===== config.mk =====
export PLATFORM = sky130hd
export DESIGN_NAME = data_cache
export DESIGN_NICKNAME = d
export VERILOG_FILES = /design/src/rtl/data_cache_pkg.sv /design/src/rtl/d_cache_line_array.sv /design/src/rtl/data_cache.sv
export SDC_FILE = /design/constraint.sdc
export NUM_CORES = 2
export LEC_CHECK = 0
export ABC_CLOCK_PERIOD_IN_PS = 33200
export BUFFER_PORTS_ARGS = -buffer_cell sky130_fd_sc_hd__buf_2
export CAP_MARGIN = 15
export CORE_MARGIN = 2
export CORE_UTILIZATION = 57
export CTS_BUF_LIST = sky130_fd_sc_hd__clkbuf_2 sky130_fd_sc_hd__clkbuf_4 sky130_fd_sc_hd__clkbuf_8
export CTS_CLUSTER_DIAMETER = 150
export CTS_CLUSTER_SIZE = 16
export DETAILED_ROUTE_END_ITERATION = 8
export PLACE_DENSITY = 0.72
export REMOVE_ABC_BUFFERS = 1
export SLEW_MARGIN = 20
export SYNTH_ARGS = -nofsm -noshare
export SYNTH_HDL_FRONTEND = slang
export SYNTH_SLANG_ARGS = --single-unit

===== constraint.sdc =====
create_clock -name clk -period 33.2 [get_ports clk]
set_input_delay 3.32 -clock clk [delete_from_list [all_inputs] [get_ports clk]]
set_output_delay 3.32 -clock clk [all_outputs]
set_load 0.02 [all_outputs]

===== src/rtl/data_cache_pkg.sv =====
// Shared widths, command/status codes and FSM states for the data cache.
// Also provides the byte-enable helper used by the store merge path.
package data_cache_pkg;

   localparam int ADDR_WIDTH       = 17;
   localparam int LEN              = 32;
   localparam int BYTE_SIZE        = 8;
   localparam int CACHE_SIZE       = 16;
   localparam int CACHE_INDEX_SIZE = 4;

   localparam int TAG_WIDTH   = ADDR_WIDTH - CACHE_INDEX_SIZE - 2;
   localparam int WADDR_WIDTH = ADDR_WIDTH - 2;
   localparam int NBYTES      = LEN / BYTE_SIZE;

   localparam logic [1:0] D_CACHE_NOP   = 2'd0;
   localparam logic [1:0] D_CACHE_LOAD  = 2'd1;
   localparam logic [1:0] D_CACHE_STORE = 2'd2;

   localparam logic [1:0] D_CACHE_RESTING = 2'd0;
   localparam logic [1:0] D_CACHE_STALL   = 2'd1;

   localparam logic [2:0] ONE_BYTE  = 3'd0;
   localparam logic [2:0] TWO_BYTE  = 3'd1;
   localparam logic [2:0] FOUR_BYTE = 3'd2;

   typedef enum logic [1:0] {
      DC_IDLE      = 2'd0,
      DC_WRITEBACK = 2'd1,
      DC_REFILL    = 2'd2
   } dc_state_e;

   // Byte lanes touched by an access; unknown sizes act as a full word.
   function automatic logic [NBYTES-1:0] byte_enable(
      input logic [2:0] dt,
      input logic [1:0] off
   );
      logic [NBYTES-1:0] be;
      case (dt)
         ONE_BYTE: be = 4'b0001 << off;
         TWO_BYTE: be = off[1] ? 4'b1100 : 4'b0011;
         default:  be = 4'b1111;
      endcase
      return be;
   endfunction

endpackage


===== src/rtl/d_cache_line_array.sv =====
// Valid/dirty/tag/data storage for the direct-mapped data cache.
// Ports: async read by rd_index; byte-masked store write (sets dirty);
// install port (valid=1, dirty=0); everything cleared on async rst.
module d_cache_line_array
   import data_cache_pkg::*;
(
   input  logic                        clk,
   input  logic                        rst,
   input  logic [CACHE_INDEX_SIZE-1:0] rd_index,
   output logic                        rd_valid,
   output logic                        rd_dirty,
   output logic [TAG_WIDTH-1:0]        rd_tag,
   output logic [LEN-1:0]              rd_data,
   input  logic                        wr_en,
   input  logic [CACHE_INDEX_SIZE-1:0] wr_index,
   input  logic [NBYTES-1:0]           wr_be,
   input  logic [LEN-1:0]              wr_data,
   input  logic                        inst_en,
   input  logic [CACHE_INDEX_SIZE-1:0] inst_index,
   input  logic [TAG_WIDTH-1:0]        inst_tag,
   input  logic [LEN-1:0]              inst_data
);

   logic [CACHE_SIZE-1:0] valid_q, valid_d;
   logic [CACHE_SIZE-1:0] dirty_q, dirty_d;
   logic [TAG_WIDTH-1:0]  tag_q  [CACHE_SIZE];
   logic [TAG_WIDTH-1:0]  tag_d  [CACHE_SIZE];
   logic [LEN-1:0]        data_q [CACHE_SIZE];
   logic [LEN-1:0]        data_d [CACHE_SIZE];

   assign rd_valid = valid_q[rd_index];
   assign rd_dirty = dirty_q[rd_index];
   assign rd_tag   = tag_q[rd_index];
   assign rd_data  = data_q[rd_index];

   always_comb begin
      valid_d = valid_q;
      dirty_d = dirty_q;
      tag_d   = tag_q;
      data_d  = data_q;
      if (wr_en) begin
         for (int b = 0; b < NBYTES; b++) begin
            if (wr_be[b]) begin
               data_d[wr_index][b*BYTE_SIZE +: BYTE_SIZE] =
                  wr_data[b*BYTE_SIZE +: BYTE_SIZE];
            end
         end
         dirty_d[wr_index] = 1'b1;
      end
      if (inst_en) begin
         valid_d[inst_index] = 1'b1;
         dirty_d[inst_index] = 1'b0;
         tag_d[inst_index]   = inst_tag;
         data_d[inst_index]  = inst_data;
      end
   end

   always_ff @(posedge clk or posedge rst) begin
      if (rst) begin
         valid_q <= '0;
         dirty_q <= '0;
         for (int i = 0; i < CACHE_SIZE; i++) begin
            tag_q[i]  <= '0;
            data_q[i] <= '0;
         end
      end else begin
         valid_q <= valid_d;
         dirty_q <= dirty_d;
         for (int i = 0; i < CACHE_SIZE; i++) begin
            tag_q[i]  <= tag_d[i];
            data_q[i] <= data_d[i];
         end
      end
   end

endmodule


===== src/rtl/data_cache.sv =====
// Direct-mapped write-back/write-allocate data cache, one word per line.
// Requester side: cache_vis_signal/mem_vis_addr/data_type/cache_written_data
// in, mem_data/d_cache_status out (comb). Memory side: registered
// mem_req/mem_we/mem_addr/mem_wdata, mem_rdata/mem_ready in.
module data_cache
   import data_cache_pkg::*;
(
   input  logic                   clk,
   input  logic                   rst,
   input  logic [1:0]             cache_vis_signal,
   input  logic [ADDR_WIDTH-1:0]  mem_vis_addr,
   input  logic [2:0]             data_type,
   input  logic [LEN-1:0]         cache_written_data,
   output logic [LEN-1:0]         mem_data,
   output logic [1:0]             d_cache_status,
   output logic                   mem_req,
   output logic                   mem_we,
   output logic [WADDR_WIDTH-1:0] mem_addr,
   output logic [LEN-1:0]         mem_wdata,
   input  logic [LEN-1:0]         mem_rdata,
   input  logic                   mem_ready
);

   logic [1:0]                  req_off;
   logic [CACHE_INDEX_SIZE-1:0] req_idx;
   logic [TAG_WIDTH-1:0]        req_tag;
   logic [WADDR_WIDTH-1:0]      req_waddr;
   logic                        is_req;
   logic                        hit;

   logic                        rd_valid;
   logic                        rd_dirty;
   logic [TAG_WIDTH-1:0]        rd_tag;
   logic [LEN-1:0]              rd_data;

   logic                        wr_en;
   logic [NBYTES-1:0]           wr_be;
   logic [LEN-1:0]              wr_data;
   logic                        inst_en;

   dc_state_e                   state_q, state_d;
   logic                        mem_req_q, mem_req_d;
   logic                        mem_we_q, mem_we_d;
   logic [WADDR_WIDTH-1:0]      mem_addr_q, mem_addr_d;
   logic [LEN-1:0]              mem_wdata_q, mem_wdata_d;
   // Word address of the outstanding miss; survives a withdrawn request.
   logic [WADDR_WIDTH-1:0]      miss_waddr_q, miss_waddr_d;

   assign req_off   = mem_vis_addr[1:0];
   assign req_idx   = mem_vis_addr[CACHE_INDEX_SIZE+1:2];
   assign req_tag   = mem_vis_addr[ADDR_WIDTH-1:CACHE_INDEX_SIZE+2];
   assign req_waddr = mem_vis_addr[ADDR_WIDTH-1:2];
   assign is_req    = (cache_vis_signal == D_CACHE_LOAD) ||
                      (cache_vis_signal == D_CACHE_STORE);
   assign hit       = rd_valid && (rd_tag == req_tag);

   d_cache_line_array u_lines (
      .clk        (clk),
      .rst        (rst),
      .rd_index   (req_idx),
      .rd_valid   (rd_valid),
      .rd_dirty   (rd_dirty),
      .rd_tag     (rd_tag),
      .rd_data    (rd_data),
      .wr_en      (wr_en),
      .wr_index   (req_idx),
      .wr_be      (wr_be),
      .wr_data    (wr_data),
      .inst_en    (inst_en),
      .inst_index (miss_waddr_q[CACHE_INDEX_SIZE-1:0]),
      .inst_tag   (miss_waddr_q[WADDR_WIDTH-1:CACHE_INDEX_SIZE]),
      .inst_data  (mem_rdata)
   );

   always_ff @(posedge clk or posedge rst) begin
      if (rst) begin
         state_q      <= DC_IDLE;
         mem_req_q    <= 1'b0;
         mem_we_q     <= 1'b0;
         mem_addr_q   <= '0;
         mem_wdata_q  <= '0;
         miss_waddr_q <= '0;
      end else begin
         state_q      <= state_d;
         mem_req_q    <= mem_req_d;
         mem_we_q     <= mem_we_d;
         mem_addr_q   <= mem_addr_d;
         mem_wdata_q  <= mem_wdata_d;
         miss_waddr_q <= miss_waddr_d;
      end
   end

   always_comb begin
      state_d      = state_q;
      mem_req_d    = mem_req_q;
      mem_we_d     = mem_we_q;
      mem_addr_d   = mem_addr_q;
      mem_wdata_d  = mem_wdata_q;
      miss_waddr_d = miss_waddr_q;
      case (state_q)
         DC_IDLE: begin
            if (is_req && !hit) begin
               miss_waddr_d = req_waddr;
               mem_req_d    = 1'b1;
               mem_wdata_d  = rd_data;
               if (rd_valid && rd_dirty) begin
                  state_d    = DC_WRITEBACK;
                  mem_we_d   = 1'b1;
                  mem_addr_d = {rd_tag, req_idx};
               end else begin
                  state_d    = DC_REFILL;
                  mem_we_d   = 1'b0;
                  mem_addr_d = req_waddr;
               end
            end
         end
         DC_WRITEBACK: begin
            if (mem_ready) begin
               state_d    = DC_REFILL;
               mem_we_d   = 1'b0;
               mem_addr_d = miss_waddr_q;
            end
         end
         DC_REFILL: begin
            if (mem_ready) begin
               state_d   = DC_IDLE;
               mem_req_d = 1'b0;
            end
         end
         default: begin
            state_d   = DC_IDLE;
            mem_req_d = 1'b0;
            mem_we_d  = 1'b0;
         end
      endcase
   end

   always_comb begin
      d_cache_status = D_CACHE_STALL;
      mem_data       = '0;
      wr_en          = 1'b0;
      wr_be          = byte_enable(data_type, req_off);
      wr_data        = cache_written_data;
      inst_en        = (state_q == DC_REFILL) && mem_ready;
      case (data_type)
         ONE_BYTE: wr_data = {NBYTES{cache_written_data[BYTE_SIZE-1:0]}};
         TWO_BYTE: wr_data = {(NBYTES/2){cache_written_data[2*BYTE_SIZE-1:0]}};
         default:  wr_data = cache_written_data;
      endcase
      if (state_q == DC_IDLE) begin
         if (!is_req || hit) begin
            d_cache_status = D_CACHE_RESTING;
         end
         if (hit && cache_vis_signal == D_CACHE_STORE) begin
            wr_en = 1'b1;
         end
         if (hit && cache_vis_signal == D_CACHE_LOAD) begin
            case (data_type)
               ONE_BYTE: begin
                  mem_data[BYTE_SIZE-1:0] =
                     rd_data[{req_off, 3'b000} +: BYTE_SIZE];
               end
               TWO_BYTE: begin
                  mem_data[2*BYTE_SIZE-1:0] =
                     rd_data[{req_off[1], 4'b0000} +: 2*BYTE_SIZE];
               end
               default: mem_data = rd_data;
            endcase
         end
      end
   end

   assign mem_req   = mem_req_q;
   assign mem_we    = mem_we_q;
   assign mem_addr  = mem_addr_q;
   assign mem_wdata = mem_wdata_q;

endmodule


# After elaboration in Yosys (flattened, before gate mapping)
# Index checks and enable logic that the tools add are counted.
[word_totals]
ff_bits = 786
inputBits = 89
out_inout_bits = 83
word_cells = 161
[op_classes]
n_lt_le_gt_ge = 8
eq_ne = 9
shifts = 3
muxes = 70
n_bitwise = 8
n_reduce_logical = 23
[ops]
columns = ["cell", "count"]
rows = [
  ["512-bit 2-to-1 mux", 9],
  ["512-bit bitwise mux", 5],
  ["32-bit demux with 4-bit select", 5],
  ["32-bit 2-to-1 mux", 6],
  ["176-bit bitwise mux", 1],
  ["32-bit binary-select mux with 4-bit select", 1],
  ["16-bit 2-to-1 mux", 4],
  ["32-bit case mux with 2 select lines", 1],
  ["15-bit 2-to-1 mux", 3],
  ["11-bit binary-select mux with 4-bit select", 1],
  ["11-bit demux with 4-bit select", 1],
  ["11-bit 2-to-1 mux", 3],
  ["16-bit bitwise OR", 2],
  ["8-bit case mux with 2 select lines", 2],
  ["32-bit by 6-bit variable part select with 16-bit output", 1],
  ["32-bit by 6-bit variable part select with 8-bit output", 1],
  ["15-bit case mux with 2 select lines", 1],
  ["24-bit 2-to-1 mux", 1],
  ["16-bit bitwise AND", 1],
  ["16-bit NOT", 1],
  ["1-bit 2-to-1 mux", 12],
  ["3-bit AND reduction", 4],
  ["11-bit == test", 1],
  ["5-bit >= comparator, second input constant", 2],
  ["other kinds (26)", 52],
]

# Depth between registers and ports, before layout
[logic_depth]
depth_word = 21
mapped_depth = 14
mapped_depth_nobuf = 9

# By module
# From an unflattened synthesis, not the netlist that was laid out.
[unflattened]
hier_cells = 4490
hier_area_um2 = 43407.9
[modules_own_cells]
columns = ["module", "n_inst", "cells_per_inst", "area_per_inst_um2", "seq_area_each_um2"]
rows = [
  ["d_cache_line_array", 1, 4027, 39121.3, 18017.3],
  ["data_cache", 1, 463, 4286.6, 1651.6],
]

# Least setup slack after synthesis
# No wires, ideal clock.
[synth_path]
kind = "in2out"
start = "input mem_vis_addr[2]"
end = "output mem_data[10]"
t_arrival_ns = 6.344
t_required_ns = 29.880
path_slack_ns = 23.536
path_stages = 12
path_buffers = 4
cell_sequence = "buf_2 buf_2 buf_2 mux4_2 mux2i_1 xor2_1 nand3_1 o31a_1 nor4_2 clkbuf_1 nand2_1 nor2_1"
[synth_between]
elab_chain_len = 9
word_cells_on_any_way = 16
classes_between = "eq/ne: 1; shift: 1; mux: 11; bitwise: 1; reduce/logical: 2"
[synth_rtl]
columns = ["element", "line_no", "text"]
rows = [
  ["start: declaration", "data_cache.sv:11", "input logic [ADDR_WIDTH-1:0] mem_vis_addr,"],
  ["parallel branches: the longest is 7 deep, another holds 32-bit binary-select mux with 4-bit select", "-", ""],
  ["32-bit 2-to-1 mux *", "data_cache.sv:157", "if (hit && cache_vis_signal == D_CACHE_LOAD) begin"],
  ["32-bit 2-to-1 mux *", "data_cache.sv:150", "if (state_q == DC_IDLE) begin"],
  ["end: declaration", "data_cache.sv:14", "output logic [LEN-1:0] mem_data,"],
]
# Mark *: on every way between the ends. The select of a mux whose other input is x is not followed.

# Final worst setup path
[layout_path]
start = "input mem_vis_addr[3]"
end = "output mem_data[29]"
[layout_between]
elab_chain_len = 9
word_cells_on_any_way = 15
classes_between = "eq/ne: 1; mux: 11; bitwise: 1; reduce/logical: 2"
[layout_rtl]
columns = ["element", "line_no", "text"]
rows = [
  ["4-bit NOT with 5-bit output (implied by the code)", "d_cache_line_array.sv:33, d_cache_line_array.sv:34", ""],
  ["11-bit binary-select mux with 4-bit select", "d_cache_line_array.sv:33", "assign rd_tag = tag_q[rd_index];"],
  ["11-bit 2-to-1 mux (implied by the code) (2 in a row)", "d_cache_line_array.sv:33", ""],
  ["11-bit == test", "data_cache.sv:55", "assign hit = rd_valid && (rd_tag == req_tag);"],
  ["1-bit logical AND", "data_cache.sv:55", ""],
  ["1-bit logical AND", "data_cache.sv:157", ""],
  ["32-bit 2-to-1 mux *", "data_cache.sv:157", ""],
  ["32-bit 2-to-1 mux *", "data_cache.sv:150", ""],
]
# Mark *: on every way between the ends. The rest lies on a longest branch, timed or not. The select of a mux whose other input is x is not followed.

==> reports/qor.yml <==
final_nets: 3959
swShare_pct: 35.0
syn_inst: 3998
grt_use_total_pct: 36.5
hpwlAfterDp_um: 83100
worstHoldStart: "u_lines.valid_q[7]$_DFFE_PP0P_"
p_comb_share_pct: 33.7
hp-class: "reg -> reg"
cts-root-buf: "clkbuf_8"
internal_power_mw: 2.03
r2r_start: "u_lines.tag_q[55]$_DFFE_PP0P_"
initial_core_util_pct: 57.5
grt_pass1_vias: 33500
synth_area_um2: 42600
critPathMaxFanout: 55
p_clk_share_pct: 15.0
total_power_mw: 3.13
synth_area_leaders: "dfrtp_1 (46%), mux4_2 (11%), mux2i_1 (6.9%)"
post_cts_buffers: 0
drt-initial-drc-count: 5122
core_um2: 74200
reg2reg_setup_slack_ns: 28.87
async_reset_ff_share_pct: 100
synth_most_common_cell: "dfrtp_1"
startpoint_type: "input port"
fin_cells: 4844
hold_depth: 1
via_per_inst: 7.00
top_layer: "met5"
crit_required_ns: 29.88
ir_drop_mv: 0.0498
yosysUniqueCellTypes: 58
holdWs_ns: 0.475
max_freq_mhz: 83.1
clock_path_buffers: 3
setup_violations: 0
yosys_warnings: 0
worst_slew_pin_slew_ns: 1.17
num_rows: 100
rsz0062_at_grt: "no"
ff2ff_path_depth: 9
routed_wl_um: 142000
grt_pass1_wl_um: 213000
vias: 33900
synth_edf_count: 0
place_congestion: 0.866
fin_setup_tns_ns: 0
grt_max_degree: 108
wl_met1_um: 53700
ys.flop_type: "dfrtp_1"
whs_endpoint: "u_lines.valid_q[7]$_DFFE_PP0P_"
worst_clock_skew_ns: 0.0509
drv_slew: 0
htree_levels: 2
seqPwrFrac_pct: 51.3
ctsResizeCount: 0
postRouteAntennaNets: 0
layout-drive-gt1-share_pct: 22.5
synthesis.area_per_instance_um2: 10.7
worst_slack_ns: 21.17
fin_crit_ns: 12.03
area_growth_pct: 4.63
critPathKind: "in -> out"
die-area_um2: 77000
antenna_found_initial: 7
cp-end-kind: "output pin"
wl_met3_um: 18000
die_w_um: 278
p_per_area_nw_per_um2: 70.2
portBuffers: 170
cts_buffers: 55
first_pass_iters: 6
run_status: "complete, no violations"
wl_met2_um: 62300
min_period_over_period_pct: 36.2
io_pins: 172
route.detailed.drc: 0
hold_viol_final: 0
clkTransAtPathRegs_ns: 0.10
postCtsHoldBufs: 0
p_leak_nw: 18.4
r2r_end: "mem_addr[7]$_DFFE_PP0P_"
post-place-cells: 4778
synth_top_area_share_pct: 46.1
grt.overflow.total: 0
seq_area_frac_synth_pct: 46.1
cts_tree: "done"
place_worst_setup_slack_ns: 21.42
die_y_um: 278
slew_headroom_pct: 21.8
synth_common_cells: "dfrtp_1 (786), nand2_1 (548), clkbuf_1 (317)"
netSwitchingPower_mw: 1.10
clock_sinks: 786
ys_seq_elements: 786
wl_per_cell_um: 29.4
cap_viol_max_count: 0
yosys.area.top_type: "dfrtp_1"
cp.arrival_ns: 8.71
clock_latency_ns: 0.76
[how the worst max path moves through the flow]
stage / slack (ns) / depth (start not counted) / from / end
2_1_floorplan: 7.81 / 1 / rst / mem_addr[0]$_DFFE_PP0P_
3_3_place_gp: 21.54 / 12 / mem_vis_addr[3] / mem_data[26]
3_5_place_dp: 21.42 / 12 / mem_vis_addr[3] / mem_data[26]
4_1_cts: 21.41 / 12 / mem_vis_addr[3] / mem_data[29]
5_1_grt: 20.90 / 12 / mem_vis_addr[3] / mem_data[25]
6_report: 21.17 / 12 / mem_vis_addr[3] / mem_data[29]
[power by group through the flow]
stage                     Combinational (mW)  Clock [mW]  Sequential [mW]
final                                   1.05       0.470             1.61
after floorplan                        0.741           0             1.57
after detailed placement                1.04           0             1.61
after global routing                    1.13       0.507             1.65
after global placement                 0.998           0             1.60
after CTS                               1.04       0.472             1.59
[layer usage]
metal  global-route usage, %  vias to the layer above
met5                       0                        -
met4                    18.7                        6
met3                    10.9                      524
met2                    54.0                     2339
met1                    49.1                    16800
li1                        -                    14200
[worst max-delay path: stages]
cell and delay, ns:
buf_8 0.30, buf_4 0.59, buf_4 0.83, nor2b_1 0.27, a22oi_1 0.32, and3_1 0.21
nor3_1 0.06, nor4_1 0.65, and3_1 0.58, nand4_1 0.88, nor2b_1 0.34, buf_2 0.20
[cell families after synthesis]
group	Yosys count	share of synthesized area (%)
AND/OR/NAND/NOR	1049	11.4
other	1	0.00879
flip-flops	786	46.1
multiplexers	755	24.7
adder cells (fa/ha/maj)	2	0.0587
XOR/XNOR	16	0.329
AO/OA/AOI/OAI	911	12.7
buffers and inverters	478	4.66
[registers in the layout, summed over array words and instances, names as in the netlist]
name and flops:
mem_addr 15, u_lines.dirty_q 16, u_lines.data_q 512, mem_wdata 32, miss_waddr_q 15, mem_req 1, state_q 2, u_lines.valid_q 16
u_lines.tag_q 176, mem_we 1
[through the flow]
| step | area, um2 | util (%) |
|---|---|---|
| 6_report | 44600 | 60.1 |
| 5_1_grt | 44600 | 60.1 |
| 4_1_cts | 44600 | 60.1 |
| 3_5_place_dp | 43800 | 59.0 |
| 3_3_place_gp | 43800 | 59.0 |
| 2_1_floorplan | 40700 | - |
[cell type report]
type,count,area (um2)
multi-input combinational,2734,21200
fill,6055,29600
antenna,5,12.5
sequential,786,19700
clock inverter,4,38.8
timing repair buffer,268,1650
inverter,23,95.1
clock buffer,55,757
tap,969,1210
[cell usage in the layout (no fill, tap or decap), types with 20 or more instances in the layout]
cell type and count:
a21oi_1 296, a22oi_1 20, buf_2 167, buf_4 96, clkbuf_8 55, dfrtp_1 786
mux2_2 248, mux2i_1 294, mux4_2 211, nand2_1 548, nor2_1 88, nor3_1 260
o21ai_0 60, o21ai_1 220, o31ai_1 258
(Power assumes the default switching activity.)
